===== src/rtl/hazard_ctrl_if.sv =====
// Hazard-control bundle: pipeline-stage operand/producer info in, stall/forward controls out.
interface hazard_ctrl_if;
  // D-stage consumer
  logic [4:0]  rsD;
  logic [4:0]  rtD;
  logic [1:0]  TuseRsD;
  logic [1:0]  TuseRtD;
  logic        mdUseD;
  // E-stage consumer / producer
  logic [4:0]  rsE;
  logic [4:0]  rtE;
  logic        regWriteE;
  logic [4:0]  writeRegE;
  logic [1:0]  TnewE;
  logic        mdStartE;
  logic        mdIsDivE;
  // M-stage producer
  logic        regWriteM;
  logic [4:0]  writeRegM;
  logic [1:0]  TnewM;
  // W-stage producer
  logic        regWriteW;
  logic [4:0]  writeRegW;
  // Controls back to the pipeline
  logic        stall;
  logic        clrE;
  logic [1:0]  fwdRsD;
  logic [1:0]  fwdRtD;
  logic [1:0]  fwdRsE;
  logic [1:0]  fwdRtE;
  logic        mdBusy;
  logic [31:0] stallCnt;

  // Pipeline side
  modport master (
    output rsD, rtD, TuseRsD, TuseRtD, mdUseD, rsE, rtE, regWriteE, writeRegE, TnewE,
           mdStartE, mdIsDivE, regWriteM, writeRegM, TnewM, regWriteW, writeRegW,
    input  stall, clrE, fwdRsD, fwdRtD, fwdRsE, fwdRtE, mdBusy, stallCnt
  );

  // Hazard unit side
  modport slave (
    input  rsD, rtD, TuseRsD, TuseRtD, mdUseD, rsE, rtE, regWriteE, writeRegE, TnewE,
           mdStartE, mdIsDivE, regWriteM, writeRegM, TnewM, regWriteW, writeRegW,
    output stall, clrE, fwdRsD, fwdRtD, fwdRsE, fwdRtE, mdBusy, stallCnt
  );
endinterface


===== src/rtl/hazard_ctrl.sv =====
// Pipeline hazard unit: Tuse/Tnew register stalls, HI/LO busy stalls, bypass selects,
// and a running stall-cycle counter.
module hazard_ctrl #(
  parameter int unsigned MULT_CYC = 5,
  parameter int unsigned DIV_CYC  = 10
) (
  input logic           clk,
  input logic           reset,
  hazard_ctrl_if.slave  bus
);

  localparam int unsigned MaxCyc = (MULT_CYC > DIV_CYC) ? MULT_CYC : DIV_CYC;
  localparam int unsigned CntW   = $clog2(MaxCyc + 1);

  logic [CntW-1:0] mdCntQ, mdCntD;
  logic [31:0]     stallCntQ;
  logic            regStall, mdStall, stall, mdBusy;

  // A source stalls when its producer will not have the value ready by the time it is used.
  function automatic logic srcStall(input logic [4:0] r, input logic [1:0] tuse,
                                    input logic weE, input logic [4:0] wrE, input logic [1:0] tnE,
                                    input logic weM, input logic [4:0] wrM, input logic [1:0] tnM);
    return (r != 5'd0) && (tuse != 2'd3) &&
           ((weE && (wrE == r) && (tnE > tuse)) || (weM && (wrM == r) && (tnM > tuse)));
  endfunction

  // D-stage bypass: nearest ready producer wins (E, then M, then W).
  function automatic logic [1:0] fwdSelD(input logic [4:0] r,
                                         input logic weE, input logic [4:0] wrE,
                                         input logic [1:0] tnE,
                                         input logic weM, input logic [4:0] wrM,
                                         input logic [1:0] tnM,
                                         input logic weW, input logic [4:0] wrW);
    if (r == 5'd0)                                return 2'd0;
    else if (weE && (wrE == r) && (tnE == 2'd0))  return 2'd3;
    else if (weM && (wrM == r) && (tnM == 2'd0))  return 2'd2;
    else if (weW && (wrW == r))                   return 2'd1;
    else                                          return 2'd0;
  endfunction

  // E-stage bypass: M, then W.
  function automatic logic [1:0] fwdSelE(input logic [4:0] r,
                                         input logic weM, input logic [4:0] wrM,
                                         input logic [1:0] tnM,
                                         input logic weW, input logic [4:0] wrW);
    if (r == 5'd0)                                return 2'd0;
    else if (weM && (wrM == r) && (tnM == 2'd0))  return 2'd2;
    else if (weW && (wrW == r))                   return 2'd1;
    else                                          return 2'd0;
  endfunction

  // Stall and forwarding decode, purely combinational.
  always_comb begin
    mdBusy   = (mdCntQ != '0) || bus.mdStartE;
    mdStall  = bus.mdUseD && mdBusy;
    regStall = srcStall(bus.rsD, bus.TuseRsD, bus.regWriteE, bus.writeRegE, bus.TnewE,
                        bus.regWriteM, bus.writeRegM, bus.TnewM) ||
               srcStall(bus.rtD, bus.TuseRtD, bus.regWriteE, bus.writeRegE, bus.TnewE,
                        bus.regWriteM, bus.writeRegM, bus.TnewM);
    stall    = regStall || mdStall;
  end

  assign bus.stall    = stall;
  assign bus.clrE     = stall;
  assign bus.mdBusy   = mdBusy;
  assign bus.stallCnt = stallCntQ;
  assign bus.fwdRsD   = fwdSelD(bus.rsD, bus.regWriteE, bus.writeRegE, bus.TnewE, bus.regWriteM,
                                bus.writeRegM, bus.TnewM, bus.regWriteW, bus.writeRegW);
  assign bus.fwdRtD   = fwdSelD(bus.rtD, bus.regWriteE, bus.writeRegE, bus.TnewE, bus.regWriteM,
                                bus.writeRegM, bus.TnewM, bus.regWriteW, bus.writeRegW);
  assign bus.fwdRsE   = fwdSelE(bus.rsE, bus.regWriteM, bus.writeRegM, bus.TnewM,
                                bus.regWriteW, bus.writeRegW);
  assign bus.fwdRtE   = fwdSelE(bus.rtE, bus.regWriteM, bus.writeRegM, bus.TnewM,
                                bus.regWriteW, bus.writeRegW);

  // HI/LO busy countdown; a start is only accepted when the unit is idle.
  always_comb begin
    mdCntD = mdCntQ;
    if (mdCntQ != '0) begin
      mdCntD = mdCntQ - 1'b1;
    end else if (bus.mdStartE) begin
      mdCntD = bus.mdIsDivE ? CntW'(DIV_CYC) : CntW'(MULT_CYC);
    end
  end

  // State registers; reset overrides starts and stalls in the same cycle.
  always_ff @(posedge clk) begin
    if (reset) begin
      mdCntQ    <= '0;
      stallCntQ <= '0;
    end else begin
      mdCntQ    <= mdCntD;
      stallCntQ <= stallCntQ + {31'd0, stall};
    end
  end

endmodule


===== src/flat_wrapper.sv =====
// flat-port wrapper written by rule: the top's interface ports become plain ports
module hazard_ctrl_flat 
#(
  parameter int unsigned MULT_CYC = 5,
  parameter int unsigned DIV_CYC  = 10
)
  (clk, reset, bus_rsD, bus_rtD, bus_TuseRsD, bus_TuseRtD, bus_mdUseD, bus_rsE, bus_rtE, bus_regWriteE, bus_writeRegE, bus_TnewE, bus_mdStartE, bus_mdIsDivE, bus_regWriteM, bus_writeRegM, bus_TnewM, bus_regWriteW, bus_writeRegW, bus_stall, bus_clrE, bus_fwdRsD, bus_fwdRtD, bus_fwdRsE, bus_fwdRtE, bus_mdBusy, bus_stallCnt);
  hazard_ctrl_if bus_i ();
  input logic clk;
  input logic reset;
  input wire logic [$bits(bus_i.rsD)-1:0] bus_rsD;
  input wire logic [$bits(bus_i.rtD)-1:0] bus_rtD;
  input wire logic [$bits(bus_i.TuseRsD)-1:0] bus_TuseRsD;
  input wire logic [$bits(bus_i.TuseRtD)-1:0] bus_TuseRtD;
  input wire logic [$bits(bus_i.mdUseD)-1:0] bus_mdUseD;
  input wire logic [$bits(bus_i.rsE)-1:0] bus_rsE;
  input wire logic [$bits(bus_i.rtE)-1:0] bus_rtE;
  input wire logic [$bits(bus_i.regWriteE)-1:0] bus_regWriteE;
  input wire logic [$bits(bus_i.writeRegE)-1:0] bus_writeRegE;
  input wire logic [$bits(bus_i.TnewE)-1:0] bus_TnewE;
  input wire logic [$bits(bus_i.mdStartE)-1:0] bus_mdStartE;
  input wire logic [$bits(bus_i.mdIsDivE)-1:0] bus_mdIsDivE;
  input wire logic [$bits(bus_i.regWriteM)-1:0] bus_regWriteM;
  input wire logic [$bits(bus_i.writeRegM)-1:0] bus_writeRegM;
  input wire logic [$bits(bus_i.TnewM)-1:0] bus_TnewM;
  input wire logic [$bits(bus_i.regWriteW)-1:0] bus_regWriteW;
  input wire logic [$bits(bus_i.writeRegW)-1:0] bus_writeRegW;
  output wire logic [$bits(bus_i.stall)-1:0] bus_stall;
  output wire logic [$bits(bus_i.clrE)-1:0] bus_clrE;
  output wire logic [$bits(bus_i.fwdRsD)-1:0] bus_fwdRsD;
  output wire logic [$bits(bus_i.fwdRtD)-1:0] bus_fwdRtD;
  output wire logic [$bits(bus_i.fwdRsE)-1:0] bus_fwdRsE;
  output wire logic [$bits(bus_i.fwdRtE)-1:0] bus_fwdRtE;
  output wire logic [$bits(bus_i.mdBusy)-1:0] bus_mdBusy;
  output wire logic [$bits(bus_i.stallCnt)-1:0] bus_stallCnt;
  assign bus_i.rsD = bus_rsD;
  assign bus_i.rtD = bus_rtD;
  assign bus_i.TuseRsD = bus_TuseRsD;
  assign bus_i.TuseRtD = bus_TuseRtD;
  assign bus_i.mdUseD = bus_mdUseD;
  assign bus_i.rsE = bus_rsE;
  assign bus_i.rtE = bus_rtE;
  assign bus_i.regWriteE = bus_regWriteE;
  assign bus_i.writeRegE = bus_writeRegE;
  assign bus_i.TnewE = bus_TnewE;
  assign bus_i.mdStartE = bus_mdStartE;
  assign bus_i.mdIsDivE = bus_mdIsDivE;
  assign bus_i.regWriteM = bus_regWriteM;
  assign bus_i.writeRegM = bus_writeRegM;
  assign bus_i.TnewM = bus_TnewM;
  assign bus_i.regWriteW = bus_regWriteW;
  assign bus_i.writeRegW = bus_writeRegW;
  assign bus_stall = bus_i.stall;
  assign bus_clrE = bus_i.clrE;
  assign bus_fwdRsD = bus_i.fwdRsD;
  assign bus_fwdRtD = bus_i.fwdRtD;
  assign bus_fwdRsE = bus_i.fwdRsE;
  assign bus_fwdRtE = bus_i.fwdRtE;
  assign bus_mdBusy = bus_i.mdBusy;
  assign bus_stallCnt = bus_i.stallCnt;
  hazard_ctrl #(.MULT_CYC(MULT_CYC), .DIV_CYC(DIV_CYC)) u_core (.clk(clk), .reset(reset), .bus(bus_i));
endmodule

===== config.mk =====
export PLATFORM = sky130hd
export DESIGN_NAME = hazard_ctrl_flat
export DESIGN_NICKNAME = d
export VERILOG_FILES = /design/src/rtl/hazard_ctrl_if.sv /design/src/rtl/hazard_ctrl.sv /design/src/flat_wrapper.sv
export SDC_FILE = /design/constraint.sdc
export NUM_CORES = 1
export LEC_CHECK = 0
export ABC_AREA = 1
export CAP_MARGIN = 20
export CORE_UTILIZATION = 52
export DETAILED_ROUTE_END_ITERATION = 8
export PLACE_DENSITY = 0.86
export SYNTH_ARGS = -nofsm -noshare
export SYNTH_HDL_FRONTEND = slang
export SYNTH_SLANG_ARGS = --single-unit
export TNS_END_PERCENT = 5

===== constraint.sdc =====
create_clock -name clk -period 8.3 [get_ports clk]
set_clock_uncertainty 0.1 [all_clocks]
set_input_delay 1.66 -clock clk [delete_from_list [all_inputs] [get_ports clk]]
set_output_delay 1.66 -clock clk [all_outputs]
set_load 0.01 [all_outputs]

# After elaboration in Yosys (flattened, before gate mapping)
# Cells that the tools add are included.
[op_classes]
addsub = 2
mul = 0
div_mod_pow = 0
magnitude_cmp = 4
n_eq_ne = 12
shifts = 0
muxes = 17
bitwise_logic = 0
reduce_logical = 40
[op_table]
columns = ["cell", "n"]
rows = [
  ["== test 5 bit", 10],
  ["adder 32 x 1 -> 32 bit", 1],
  ["logical AND 1 bit", 25],
  ["logical NOT 5 bit", 4],
  ["2-to-1 mux 2 bit", 10],
  ["2-to-1 mux 4 bit", 3],
  ["nonzero test 5 bit", 2],
  ["greater-than comparator 2 bit", 4],
  ["logical OR 1 bit", 5],
  ["logical NOT 2 bit", 2],
  ["2-to-1 mux 1 bit", 4],
  ["inequality test 2 bit, second input constant", 2],
  ["nonzero test 4 bit", 1],
  ["subtractor 4 x 1 -> 4 bit, second input constant", 1],
  ["nonzero test 2 bit", 1],
]
[totals]
ff_bits = 36
latchBits = 0
ram_bits = 0
romBits = 0
in_bits = 51
output_inout_bits = 43
elab_cells = 77
mem_count = 0

# Depth between registers and ports, before layout
[depth]
word_depth = 8
depth_mapped = 20
mapped_depth_nobuf = 20

# Worst setup path after synthesis
# OpenSTA, ideal clock, no wires.
[synth_path]
path_kind = "input -> output"
startpoint = "input port bus_TuseRtD[1]"
endpoint = "output port bus_stall"
arrival_ns = 2.676
required_time_ns = 6.540
setup_slack_ns = 3.864
cell_stages = 9
n_path_buf = 1
cell_sequence = "inv_1 > ha_1 > nand2_1 > a21boi_0 > nand4_1 > nand2_1 > nand2_1 > nand3_1 > buf_4"
[synth_via]
elab_chain_cells = 6
elab_cells_between_ends = 10
classes_between = "order compare: 2; eq/ne: 1; reduce/logical: 7"
[synth_rtl]
columns = ["element", "line_no", "rtl"]
rows = [
  ["from (decl)", "flat_wrapper.sv:14", "input wire logic [$bits(bus_i.TuseRtD)-1:0] bus_TuseRtD;"],
  ["greater-than comparator 2 bit", "hazard_ctrl.sv:24", "((weE && (wrE == r) && (tnE > tuse)) || (weM && (wrM == r) && (tnM > tuse)));"],
  ["logical AND 1 bit", "hazard_ctrl.sv:24", ""],
  ["logical OR 1 bit", "hazard_ctrl.sv:24", ""],
  ["logical AND 1 bit (*)", "hazard_ctrl.sv:23", "return (r != 5'd0) && (tuse != 2'd3) &&"],
  ["logical OR 1 bit (*)", "hazard_ctrl.sv:57", "bus.regWriteM, bus.writeRegM, bus.TnewM) ||"],
  ["logical OR 1 bit (*)", "hazard_ctrl.sv:60", "stall = regStall || mdStall;"],
  ["to (decl)", "flat_wrapper.sv:28", "output wire logic [$bits(bus_i.stall)-1:0] bus_stall;"],
]
# Every way passes the cells marked *; elsewhere a longest branch is shown, timed or not.

# Worst setup path in the final report
[layout_path]
startpoint = "input port bus_TuseRtD[1]"
endpoint = "output port bus_clrE"
[layout_via]
elab_chain_cells = 6
elab_cells_between_ends = 10
classes_between = "order compare: 2; eq/ne: 1; reduce/logical: 7"
[layout_rtl]
columns = ["element", "line_no", "rtl"]
rows = [
  ["greater-than comparator 2 bit", "hazard_ctrl.sv:24", ""],
  ["logical AND 1 bit", "hazard_ctrl.sv:24", ""],
  ["logical OR 1 bit", "hazard_ctrl.sv:24", ""],
  ["logical AND 1 bit (*)", "hazard_ctrl.sv:23", ""],
  ["logical OR 1 bit (*)", "hazard_ctrl.sv:57", ""],
  ["logical OR 1 bit (*)", "hazard_ctrl.sv:60", ""],
  ["to (decl)", "flat_wrapper.sv:29", "output wire logic [$bits(bus_i.clrE)-1:0] bus_clrE;"],
]
# Marks and branches as above.

==> results.cfg <==
[cells_and_area]
diodes = 0
nNetsFinal = 680
area_growth_pct = 36.2
drive_above_1_share_pct = 4.52
fillers = 458

[floorplanning]
io_pins = 94
die_h_um = 78.7
design.core.area_um2 = 5570
die_w_um = 78.7
die-area_um2 = 6190
fp-row-count = 27
initial_core_util_pct = 54.9

[global_route]
grt_pass1_vias = 3514
grt_pass1_wl_um = 15100
grt_usage_pct = 31.1
grt_max_degree = 23
overflow = 0
grt_antenna_before_repair = 0

[pwr]
swShare_pct = 31.3
clkPwrFrac_pct = 31.1
finalPower_w = 0.000501
p_int_w = 0.000344
ir_worst_vdd_mv = 0.0675
p_seq_share_pct = 37.8
p_leak_nw = 1.71
switchingPower_w = 0.000157
pwr_density_cell_nw_per_um2 = 120
power_frac_comb_pct = 31.1

[detailed_routing]
routed-wl-met2_um = 4640
ant_nets = 0
num_vias = 3670
wl_per_cell_um = 13.2
wirelength_um = 9150
firstDrtPassIters = 5
detail_route.vias_per_cell = 5.31
drtIter0Drc = 151
wl_met1_um = 3650
wl_met3_um = 526
top_layer = met4
drc = 0

[timing]
grt_setup_unrepaired = no
drv_slew = 0
finalCritPeriodShare_pct = 66.8
worst-slew-pin-transition_ns = 0.878
max_freq_mhz = 180
fin_setup_tns_ns = 0
max_slew_margin_pct = 41.3
final_hold_viol_count = 0
period_needed_ns = 5.55
setup_violations = 0

[run]
drv_cap = 0

[yosys]
synthDistinctLibCells = 29
synth-seq-cells = 36
synthTopCellsByCount = 153 x nand2_1, 82 x inv_1, 73 x nor2_1
ys.flop_type = dfxtp_1
synth_async_sr_flop_share_pct = 0
netlist_area_um2 = 3060
synth_top_cell_area_share_pct = 23.6
synth_top_area_cell = dfxtp_1
syn_avg_cell_area_um2 = 5.84
seq_area_frac_synth_pct = 23.6
yosysWarnings = 0
syn_nets = 586
synth.area.top_cells = dfxtp_1 24%, nand2_1 19%, inv_1 10%
synth_most_common_cell = nand2_1
synth-edff-count = 0
synth_cells = 524

[place]
io_buffers = 93
place_congestion = 1.04
dp_hpwl_um = 7570

[worst_setup_path]
reg2reg_to = u_core.bus.stallCnt[19]
crit_start = bus_TuseRtD[1]
r2r_cells = 15
criticalPathCategory = input port to output pin
cp_max_fo = 3
endpoint = bus_clrE
cp-start-kind = input port
r2r_start = u_core.mdCntQ[0]
worstPathRequired_ns = 6.54
reg2reg_slack_ns = 5.64
cp-end-kind = output pin
arrival_ns = 3.79

[clock_network]
clkTransAtPathRegs_ns = 0.08
cts_tree = yes
cts_buffers = 5
holdBufCountCts = 0
cts_resized = 0
clock-sinks = 36
htree_levels = 2
cts_root_buffer = clkbuf_8
cts_setup_buffers = 0
clkLatencyLatePin_ns = 0.29
cts_buffer_depth = 2

[min_path]
hold_path_class = flop to flop

[run_status]
status = complete, no violations
-- registers in the layout, indices dropped and copies added, names as in the netlist --
name / count
u_core.bus.stallCnt: 32
u_core.mdCntQ: 4
-- metrics by stage --
step	util [%]	cells	instance area [um^2]	hold WS [ns]	setup slack [ns]
floorplan	-	524	3060	0.341	3.86
global placement	72.7	683	4050	0.354	2.86
detailed placement	72.7	683	4050	0.360	2.82
CTS	74.7	691	4160	0.376	2.81
global route	74.7	691	4160	0.409	2.62
finish	74.7	691	4160	0.377	2.76
-- routing by layer --
metal	GRT usage, %	up-vias
met5	0	-
met4	14.3	0
met3	5.47	29
met2	57.5	149
met1	34.0	1641
li1	-	1851
-- cell type report --
class / count / area [um^2] / area share [%]
repair buffers: 93 / 931 / 22.4
multi-input cells: 399 / 2000 / 48.0
clock buffers: 5 / 68.8 / 1.65
clock inverters: 3 / 42.5 / 1.02
inverters: 83 / 312 / 7.48
well taps: 72 / 90.1 / 2.16
flip-flops and latches: 36 / 721 / 17.3
-- power groups by stage --
stage	logic (W)	registers, W	clock network, W
final	0.000156	0.000189	0.000156
after global routing	0.000174	0.000191	0.000166
after CTS	0.000155	0.000189	0.000156
after detailed placement	0.000155	0.000193	0
after global placement	0.000150	0.000192	0
after floorplan	0.0000890	0.000193	0
-- how the worst min path moves through the flow --
stage               slack (ns)                 endpoint  depth (start not counted)                    start
finish                    0.38  u_core.bus.stallCnt[31]                          2  u_core.bus.stallCnt[31]
global route              0.41  u_core.bus.stallCnt[28]                          2  u_core.bus.stallCnt[28]
CTS                       0.38         u_core.mdCntQ[0]                          2         u_core.mdCntQ[0]
detailed placement        0.36         u_core.mdCntQ[0]                          2         u_core.mdCntQ[0]
global placement          0.35         u_core.mdCntQ[0]                          2         u_core.mdCntQ[0]
floorplan                 0.34         u_core.mdCntQ[0]                          2         u_core.mdCntQ[0]
-- critical path, stage by stage --
cell and delay, ns:
clkdlybuf4s50_1 0.49, inv_1 0.07, ha_1 0.30, nand2_1 0.08
inv_1 0.04, nor2_1 0.17, nand4_1 0.16, nand2_1 0.09
nand2_1 0.05, nand3_1 0.11, clkdlybuf4s50_1 0.56
-- cells by family (layout without fill, tap and decap cells) --
| family | count (synthesis) | after routing | share of synthesized area (%) |
|---|---|---|---|
| AO/OA/AOI/OAI | 57 | 57 | 10.1 |
| XOR/XNOR | 20 | 20 | 5.73 |
| adder cells (fa/ha/maj) | 11 | 11 | 4.50 |
| buffers and inverters | 89 | 184 | 11.0 |
| flip-flops | 36 | 36 | 23.6 |
| AND/OR/NAND/NOR | 311 | 311 | 45.1 |
-- placed cells by master, fill, tap and decap left out, types with 4 or more instances in the layout --
cell type	count
o22ai_1	4
clkbuf_8	5
nand4_1	14
nor2_2	4
nand3_1	28
nor3_1	15
a21oi_1	30
o21ai_0	16
nor2_4	5
clkdlybuf4s50_1	93
nand2_1	153
ha_1	11
xor2_1	17
a21boi_0	4
nor3_2	4
nand3b_1	4
dfxtp_1	36
inv_1	82
nor2_1	73
Note: power is estimated with default switching activity, not from simulation.
